File: config.mk
export PLATFORM = sky130hd
export DESIGN_NAME = div_pause_unit
export DESIGN_NICKNAME = d
export VERILOG_FILES = /design/src/rtl/div_pause_unit.sv
export SDC_FILE = /design/constraint.sdc
export NUM_CORES = 1
export LEC_CHECK = 0
export ABC_AREA = 1
export CORE_ASPECT_RATIO = 1.4
export CORE_MARGIN = 4
export CORE_UTILIZATION = 31
export DETAILED_ROUTE_END_ITERATION = 7
export PLACE_DENSITY = 0.55
export SLEW_MARGIN = 10
export SYNTH_ARGS = -nofsm -noshare
export SYNTH_HDL_FRONTEND = slang
export SYNTH_SLANG_ARGS = --single-unit
export TNS_END_PERCENT = 5
File: constraint.sdc
create_clock -name clk -period 2.5 [get_ports clk]
set_input_delay 0.5 -clock clk [delete_from_list [all_inputs] [get_ports clk]]
set_output_delay 0.5 -clock clk [all_outputs]
set_load 0.02 [all_outputs]
File: src/rtl/div_pause_unit.sv
// Iterative radix-2 restoring divider for RV32M DIV/DIVU/REM/REMU that holds the pipeline via pause/unpause.
// Optional macro DIV_FAST_SPECIAL_EN: divide-by-zero and signed overflow bypass the iteration loop.
module div_pause_unit #(
  parameter int XLEN  = 32,
  parameter int CNT_W = $clog2(XLEN) + 1
) (
  input  logic            clk,
  input  logic            rst,
  input  logic            start,
  input  logic [1:0]      op,
  input  logic [XLEN-1:0] dividend,
  input  logic [XLEN-1:0] divisor,
  input  logic [4:0]      rd_in,
  input  logic            flush,
  output logic            pause_signal,
  output logic            unpause_signal,
  output logic            busy,
  output logic [XLEN-1:0] result,
  output logic [4:0]      result_rd,
  output logic            result_valid
);

  localparam logic [1:0] S_IDLE = 2'd0;
  localparam logic [1:0] S_CALC = 2'd1;
  localparam logic [1:0] S_DONE = 2'd2;

  localparam logic [XLEN-1:0] MIN_VAL  = {1'b1, {(XLEN-1){1'b0}}};
  localparam logic [XLEN-1:0] ONES_VAL = {XLEN{1'b1}};
  localparam logic [CNT_W-1:0] LAST_CNT = CNT_W'(XLEN - 1);

  logic [1:0]       state;
  logic [CNT_W-1:0] cnt;
  logic [XLEN-1:0]  rem_r;
  logic [XLEN-1:0]  quo_r;
  logic [XLEN-1:0]  div_mag;
  logic [4:0]       rd_r;
  logic             is_rem_r;
  logic             q_neg_r;
  logic             r_neg_r;
  logic             dz_r;
  logic             ovf_r;

  // Operand decode for the accepting cycle
  logic            is_signed;
  logic            a_neg;
  logic            b_neg;
  logic [XLEN-1:0] abs_a;
  logic [XLEN-1:0] abs_b;
  logic            dz_in;
  logic            ovf_in;
  logic            accept;

  assign is_signed = ~op[0];
  assign a_neg     = is_signed & dividend[XLEN-1];
  assign b_neg     = is_signed & divisor[XLEN-1];
  assign abs_a     = a_neg ? (~dividend + 1'b1) : dividend;
  assign abs_b     = b_neg ? (~divisor + 1'b1) : divisor;
  assign dz_in     = (divisor == '0);
  assign ovf_in    = is_signed & (dividend == MIN_VAL) & (divisor == ONES_VAL);
  assign accept    = rst & (state == S_IDLE) & start & ~flush;

  // One restoring step: shift {rem,quo} left, trial-subtract the divisor magnitude
  logic [XLEN:0]   rem_shift;
  logic [XLEN-1:0] rem_sub;
  logic            step_ge;
  logic [XLEN-1:0] rem_step;
  logic [XLEN-1:0] quo_step;

  assign rem_shift = {rem_r, quo_r[XLEN-1]};
  assign step_ge   = (rem_shift >= {1'b0, div_mag});
  // The true difference is below div_mag whenever step_ge holds, so XLEN bits suffice.
  assign rem_sub   = rem_shift[XLEN-1:0] - div_mag;
  assign rem_step  = step_ge ? rem_sub : rem_shift[XLEN-1:0];
  assign quo_step  = {quo_r[XLEN-2:0], step_ge};

  // Sign and special-case correction of the final magnitudes
  logic [XLEN-1:0] quo_fix;
  logic [XLEN-1:0] rem_fix;
  logic [XLEN-1:0] res_val;

  always_comb begin
    // NOTE: every always_comb output gets a default first so no path can infer a latch.
    quo_fix = quo_r;
    rem_fix = rem_r;
    res_val = '0;
    if (q_neg_r && !dz_r) quo_fix = ~quo_r + 1'b1;
    if (r_neg_r)          rem_fix = ~rem_r + 1'b1;
    if (ovf_r)            res_val = is_rem_r ? '0 : MIN_VAL;
    else                  res_val = is_rem_r ? rem_fix : quo_fix;
  end

  // NOTE: state registers use non-blocking assignments so every flop samples pre-edge values.
  always_ff @(posedge clk or negedge rst) begin
    if (!rst) begin
      state    <= S_IDLE;
      cnt      <= '0;
      rem_r    <= '0;
      quo_r    <= '0;
      div_mag  <= '0;
      rd_r     <= '0;
      is_rem_r <= 1'b0;
      q_neg_r  <= 1'b0;
      r_neg_r  <= 1'b0;
      dz_r     <= 1'b0;
      ovf_r    <= 1'b0;
    end else begin
      case (state)
        S_IDLE: begin
          if (accept) begin
            cnt      <= '0;
            div_mag  <= abs_b;
            rd_r     <= rd_in;
            is_rem_r <= op[1];
            q_neg_r  <= a_neg ^ b_neg;
            r_neg_r  <= a_neg;
            dz_r     <= dz_in;
            ovf_r    <= ovf_in;
`ifdef DIV_FAST_SPECIAL_EN
            if (dz_in || ovf_in) begin
              // Preload the magnitudes the full iteration would have produced.
              quo_r <= dz_in ? ONES_VAL : MIN_VAL;
              rem_r <= dz_in ? abs_a : '0;
              state <= S_DONE;
            end else begin
              quo_r <= abs_a;
              rem_r <= '0;
              state <= S_CALC;
            end
`else
            quo_r <= abs_a;
            rem_r <= '0;
            state <= S_CALC;
`endif
          end
        end
        S_CALC: begin
          if (flush) begin
            state <= S_IDLE;
          end else begin
            rem_r <= rem_step;
            quo_r <= quo_step;
            cnt   <= cnt + 1'b1;
            if (cnt == LAST_CNT) state <= S_DONE;
          end
        end
        S_DONE:  state <= S_IDLE;
        default: state <= S_IDLE;
      endcase
    end
  end

  // Controller handshake: pause and unpause are mutually exclusive by construction.
  assign pause_signal   = accept | (rst & (state == S_CALC) & ~flush);
  assign unpause_signal = ((state == S_CALC) & flush) | (state == S_DONE);
  assign busy           = (state != S_IDLE);
  assign result_valid   = (state == S_DONE) & ~flush;
  assign result         = (state == S_DONE) ? res_val : '0;
  assign result_rd      = (state == S_DONE) ? rd_r : '0;

endmodule

==> metrics.md, run 1 <==
| Metric | Value |
|---|---|
| Average wire per standard cell | `16.3 um` |
| Htree depth | `4` |
| Slew headroom | `35.0%` |
| Ys async rst share | `100%` |
| Antenna Nets Post-Route | `0` |
| PwrDens | `1110 nW/um2` |
| CTS tree | `yes` |
| Clock tree buffer depth | `2` |
| Area contributors post-synth | `dfrtp_1 (25%), nand2_1 (18%), inv_1 (9.7%)` |
| Drt drc | `0` |
| Post-Syn Nets | `2097` |
| Global route hottest layer | `met2` |
| Max_cap viols | `0` |
| Min cycle time layout | `2750 ps` |
| Worst path slowest cell | `dfrtp_1` |
| Vias in the first global route | `13700` |
| # clock sinks | `114` |
| Startpoint type of the worst setup path | `register` |
| Slew @ Worst Pin | `975 ps` |
| Die W | `172 um` |
| HP Class | `input port to asynchronous set/reset pin` |
| Hpwl dp | `37700 um` |
| Post-synth EDFFs | `0` |
| Number of buffers created by CTS | `17` |
| Unrepaired setup endpoints after global routing | `yes` |
| Synth Cell Area | `11600 um2` |
| Synth area leader | `dfrtp_1` |
| Clk pwr share | `13.7%` |
| Top cell type's share of synthesized area | `24.6%` |
| Synth Flop Type | `dfrtp_1` |
| Effective utilization at floorplan | `31.5%` |
| Syn_area_per_cell | `5.86 um2` |
| Met2 usage | `42.3%` |
| Leakage | `8.47 nW` |
| CP Capture Type | `primary output` |
| Most frequent cells in the layout | `nand2_1 (552), inv_1 (289), buf_4 (285)` |
| Mapped Cells | `1983` |
| Flops & latches, synth | `114` |
| Sequential Power Share | `14.8%` |
| Max Fclk | `364 MHz` |
| Antenna violations before repair | `0` |
| CP Data Arrival Time | `2250 ps` |
| Seq/Total Area, Yosys | `24.6%` |
| Area Overhead vs Synth | `41.2%` |
| Hold_buf cts | `0` |
| Flop-to-flop setup slack | `40 ps` |
| Via density per instance | `4.85` |
| Syn. warnings | `0` |
| Rows | `83` |
| WL final | `45900 um` |
| Final Max Tran Viols | `0` |
| Most common cell after layout, fill and taps aside | `nand2_1` |
| Status | `finished, violations left` |
| P_sw | `8.94 mW` |
| Global Route Usage Sum | `22.5%` |
| Setup violators final | `29` |
| Failing checks | `setup timing` |
| Final Hold Fails | `0` |
| Pint | `9.26 mW` |
| Worst-skew pair later-pin latency | `450 ps` |
| Pre-CTS WS | `-636 ps` |
| Unique masters post-synth | `47` |
| Largest net degree at the start of global routing | `73` |
| Vias | `13700` |
| Final setup margin | `-246 ps` |
| IO buf count | `115` |
| CP max FO | `6` |
| Fin crit share | `110%` |
| Worst reg2reg path endpoint | `rem_r[3]` |
| Peak supply drop | `593 uV` |
| Setup TNS | `-5130 ps` |
| DIE AREA | `40700 um2` |
| Met3 Use GR | `2.39%` |
| Critical Path Max Stage Delay | `390 ps` |
| Comb pwr share | `71.5%` |
| Clock transition at path regs | `70 ps` |
| Root buf cell | `clkbuf_16` |
| # fillers | `3846` |
| Die Y | `237 um` |
| R2r startpoint | `rem_r[1]` |
| DRT iter0 DRCs | `679` |
| Nets@finish | `2455` |
| First-pass GRT wire length | `71800 um` |
| Worst Path Required | `2000 ps` |
| Number of iterations in the first detailed-routing pass | `5` |
| Tot Pwr | `18.2 mW` |
| Crit path kind | `register to primary output` |
| Core Box Area | `36900 um2` |
| # IOs | `116` |
| Sequence of cells on the critical path | `inv_2, ha_4, nand3_4, nor2_1, nand2_1, o21ai_2, buf_6, buf_6, buf_4, nand3_1, a21oi_1, a21oi_1, buf_4` |
| Setup Skew | `10.3 ps` |
| Reg2reg path depth | `14` |
| Sw Ratio | `49.1%` |
| Grt total ovfl | `0` |
| Share of cells above drive strength 1 | `20.9%` |
| RePlAce Congestion | `0.921` |
| Met1 usage | `25.4%` |
| Ant diodes | `0` |
==> layout make-up <==
| cell class | count | area (um2) | share of cell area, % |
|---|---|---|---|
| clock buffers | 17 | 425 | 2.59 |
| clock inverters | 15 | 164 | 0.999 |
| inverters | 304 | 1140 | 6.96 |
| multi-input cells | 1507 | 7860 | 47.9 |
| flip-flops and latches | 114 | 2860 | 17.4 |
| well taps | 467 | 584 | 3.56 |
| repair buffers | 397 | 3370 | 20.5 |
==> power by group through the flow <==
| stage | logic, mW | registers, mW | clock network, mW |
|---|---|---|---|
| floorplan | 6.79 | 2.73 | 0 |
| global placement | 11.8 | 2.66 | 0 |
| detailed placement | 11.8 | 2.68 | 0 |
| CTS | 12.3 | 2.67 | 2.53 |
| global route | 14.4 | 2.75 | 2.61 |
| finish | 13.0 | 2.69 | 2.50 |
==> metrics by stage <==
step / std cells / area, um2 / hold slack [ps] / utilization, %
final: 2821 / 16400 / 130 / 44.5
after global placement: 2783 / 15200 / 473 / 41.3
after detailed placement: 2783 / 15200 / 478 / 41.3
after floorplan: 1983 / 11600 / 204 / -
after global routing: 2821 / 16400 / 172 / 44.5
after CTS: 2818 / 16000 / 143 / 43.4
==> state kept, by name, indices dropped and copies added (netlist names) <==
| register | cells |
|---|---|
| rd_r | 5 |
| div_mag | 32 |
| quo_r | 32 |
| rem_r | 32 |
| is_rem_r | 1 |
| q_neg_r | 1 |
| state | 2 |
| ovf_r | 1 |
| r_neg_r | 1 |
| cnt | 6 |
| dz_r | 1 |
==> worst max path at each step <==
stage,from,endpoint
after CTS,rem_r[0],result[20]
after global routing,rem_r[1],result[24]
after floorplan,rem_r[0],result[20]
after detailed placement,quo_r[0],result[16]
after global placement,quo_r[1],result[16]
final,rem_r[1],result[24]
==> cells by family (layout without fill, tap and decap cells) <==
family,count (synthesis),in the layout,share of synthesized area [%]
AOI/OAI and AO/OA,320,320,14.5
xor gates and xnor gates,45,45,3.39
adders and majority gates,39,39,4.27
buffers and inverters,363,733,12.4
DFF,114,114,24.6
and+or+nand+nor,1102,1103,40.9
==> synthesized netlist by cell type, types with 10 or more instances <==
| library cell | instances |
|---|---|
| nand2_1 | 569 |
| inv_1 | 301 |
| nor2_1 | 209 |
| nand3_1 | 202 |
| o21ai_0 | 168 |
| dfrtp_1 | 114 |
| a21oi_1 | 102 |
| ha_1 | 38 |
| nand4_1 | 36 |
| nor3_1 | 36 |
| clkbuf_1 | 30 |
| xor2_1 | 30 |
| buf_2 | 17 |
| o21ai_1 | 17 |
| xnor2_1 | 15 |
| o211ai_1 | 12 |
| nor2_2 | 10 |
==> layer usage <==
metal | vias up | wire length, um
met5 | - | 0
met4 | 0 | 1920
met3 | 70 | 980
met2 | 214 | 24300
met1 | 6303 | 18700
li1 | 7100 | -
==> timing repair <==
action / CTS / global route
setup buffers: 2 / 3
setup endpoints to repair: 39 / 72
resized for setup: 230 / 98
gates cloned: 1 / 0
pin swaps: 25 / 25
==> critical path, delay by kind of cell, from the launching register on <==
kind | cells | cell delay (ps)
flip-flops | 1 | 390
AND/OR/NAND/NOR | 4 | 300
buffers and inverters | 5 | 620
adder cells (fa/ha/maj) | 1 | 150
AO/OA/AOI/OAI | 3 | 340
No activity file was read; power rests on OpenSTA's default activity.
==> run 2: changes to the inputs <==
- RECOVER_POWER: unset -> 50
==> run 2 against run 1 <==
The run still ends with setup timing left; core utilization hardly changed; clock skew is 2.7 ps higher; final area hardly changed; critical path depth is 2 lower; combinational power hardly changed; sequential power hardly changed; sequential share of layout area hardly changed; maximum frequency is 0.59% lower.
==> metrics.md, run 2 (synthesis results as in run 1) <==
| Metric | Value |
|---|---|
| Status | `finished, violations left` |
| Failing checks | `setup timing` |
| # clock sinks | `114 (unchanged)` |
| Slew @ Worst Pin | `1070 ps (+92.8 ps)` |
| Setup Skew | `13.0 ps (+2.70 ps)` |
| Die W | `172 um (unchanged)` |
| Slew headroom | `28.8% (-6.2 points)` |
| Share of cells above drive strength 1 | `20.8% (-0.085 points)` |
| Final setup margin | `-262 ps (-16.2 ps)` |
| Number of iterations in the first detailed-routing pass | `6 (+1)` |
| Flop-to-flop setup slack | `50 ps (about the same)` |
| Final Max Tran Viols | `0 (unchanged)` |
| Most frequent cells in the layout | `nand2_1 (552), inv_1 (289), buf_4 (280)` |
| Min cycle time layout | `2760 ps (+16.2 ps)` |
| Antenna violations before repair | `0 (unchanged)` |
| DIE AREA | `40700 um2 (unchanged)` |
| Htree depth | `4 (unchanged)` |
| PwrDens | `1110 nW/um2 (about the same)` |
| Crit path kind | `register to primary output` |
| Nets@finish | `2455 (unchanged)` |
| Biggest regs | `div_mag: 32 flops, quo_r: 32 flops, rem_r: 32 flops` |
| Max Fclk | `362 MHz (-0.59%)` |
| Global Route Usage Sum | `22.5% (unchanged)` |
| Core Box Area | `36900 um2 (unchanged)` |
| Vias | `13700 (+0.39%)` |
| Via density per instance | `4.87 (+0.39%)` |
| Grt total ovfl | `0 (unchanged)` |
| Worst-skew pair later-pin latency | `450 ps (about the same)` |
| Hold_buf cts | `0 (unchanged)` |
| # IOs | `116 (unchanged)` |
| Largest net degree at the start of global routing | `73 (unchanged)` |
| Effective utilization at floorplan | `31.5% (unchanged)` |
| Die Y | `237 um (unchanged)` |
| Worst Path Required | `2000 ps (about the same)` |
| Average wire per standard cell | `16.2 um (-0.18%)` |
| WHS | `373 ps (+243 ps)` |
| WL final | `45800 um (-0.18%)` |
| CP Capture Type | `primary output` |
| Antenna Nets Post-Route | `0 (unchanged)` |
| Drt drc | `0 (unchanged)` |
| Root buf cell | `clkbuf_16` |
| Clock transition at path regs | `70 ps (about the same)` |
| Rows | `83 (unchanged)` |
| IO buf count | `115 (unchanged)` |
| Setup violators final | `29 (unchanged)` |
| Worst reg2reg path endpoint | `rem_r[3]` |
| Fin crit share | `110% (+0.65 points)` |
| Most common cell after layout, fill and taps aside | `nand2_1` |
| Clock tree buffer depth | `2 (unchanged)` |
| CP Data Arrival Time | `2260 ps (about the same)` |
| DRT iter0 DRCs | `673 (-0.88%)` |
| Number of buffers created by CTS | `17 (unchanged)` |
| Leakage | `8.46 nW (-0.11%)` |
| HP Class | `input port to asynchronous set/reset pin` |
| First-pass GRT wire length | `71800 um (unchanged)` |
| Max_cap viols | `0 (unchanged)` |
| CP max FO | `2 (-4)` |
| Placement Cell Area | `15200 um2 (unchanged)` |
| R2r startpoint | `rem_r[1]` |
| Design area | `16400 um2 (about the same)` |
| Reg2reg path depth | `14 (unchanged)` |
| Ant diodes | `0 (unchanged)` |
| Peak supply drop | `591 uV (-0.26%)` |
| Final Hold Fails | `0 (unchanged)` |
| CTS tree | `yes` |
| RePlAce Congestion | `0.921 (unchanged)` |
| Hpwl dp | `37700 um (unchanged)` |
| Vias in the first global route | `13700 (unchanged)` |
| Startpoint type of the worst setup path | `register` |
| Unrepaired setup endpoints after global routing | `yes` |
| Area Overhead vs Synth | `41.1% (about the same)` |
run 2: cell count changes in the layout (fill, tap and decap cells not counted), sizes merged:
cell / before / now
clkbuf: 18 / 23
buf: 312 / 307
run 2: final cells by class:
type,count,area (um2)
clock buffers,17,425
fillers,3847,20500
well taps,467,584
multi-input cells,1507,7860
repair buffers,397,3360
inverters,304,1140
flip-flops and latches,114,2860
clock inverters,15,164
run 2: repair_timing:
action                                  4_1_cts  5_1_grt
buffers inserted                              2        3
resized for setup                           230       98
endpoints found under the setup margin       39       72
pin swaps                                    25       25
cloned                                        1        0
run 2: worst max path at each step:
| stage | slack [ps] | cells after the start | end | from |
|---|---|---|---|---|
| after floorplan | 90 | 10 | result[20] | rem_r[0] |
| after global placement | -730 | 12 | result[16] | quo_r[1] |
| after detailed placement | -640 | 12 | result[16] | quo_r[0] |
| after CTS | -280 | 12 | result[20] | rem_r[0] |
| after global routing | -380 | 13 | result[24] | rem_r[1] |
| final | -260 | 11 | result[4] | quo_r[1] |
run 2: power by group:
part | internal (mW) | switching (mW)
clock network | 1.42 | 1.08
registers | 2.36 | 0.340
logic | 5.48 | 7.52
total | 9.26 | 8.94
run 2: worst max-delay path, stage by stage, from the launching register on:
cell,delay (ps)
dfrtp_1,370
inv_2,80
ha_4,150
nand2_4,70
nor2_4,110
buf_4,110
nor2_1,40
o21ai_0,130
a21oi_1,70
a311oi_1,250
buf_4,180
clkdlybuf4s15_2,250
run 2: through the flow:
stage	TNS [ps]	utilization (%)	setup slack, ps	total power, mW	instances
4_1_cts	-5950	43.4	-284	17.5	2818
3_3_place_gp	-10250	41.3	-727	14.5	2783
5_1_grt	-11310	44.5	-381	19.8	2821
3_5_place_dp	-10320	41.3	-636	14.5	2783
6_report	-5200	44.5	-262	18.2	2821
2_1_floorplan	0	-	85.6	9.52	1983
run 2: per-layer routing:
layer	global-route usage [%]	vias to the layer above	share of wire [%]
met5	0	-	0
met4	9.10	0	4.2
met3	2.39	74	2.3
met2	42.3	228	53
met1	25.4	6339	41
li1	-	7100	-
==> run 3: changes to the inputs <==
- CAP_MARGIN: unset -> 0
==> results of run 3 <==
No change in the layout: final DEF, timing and power equal those of run 2.
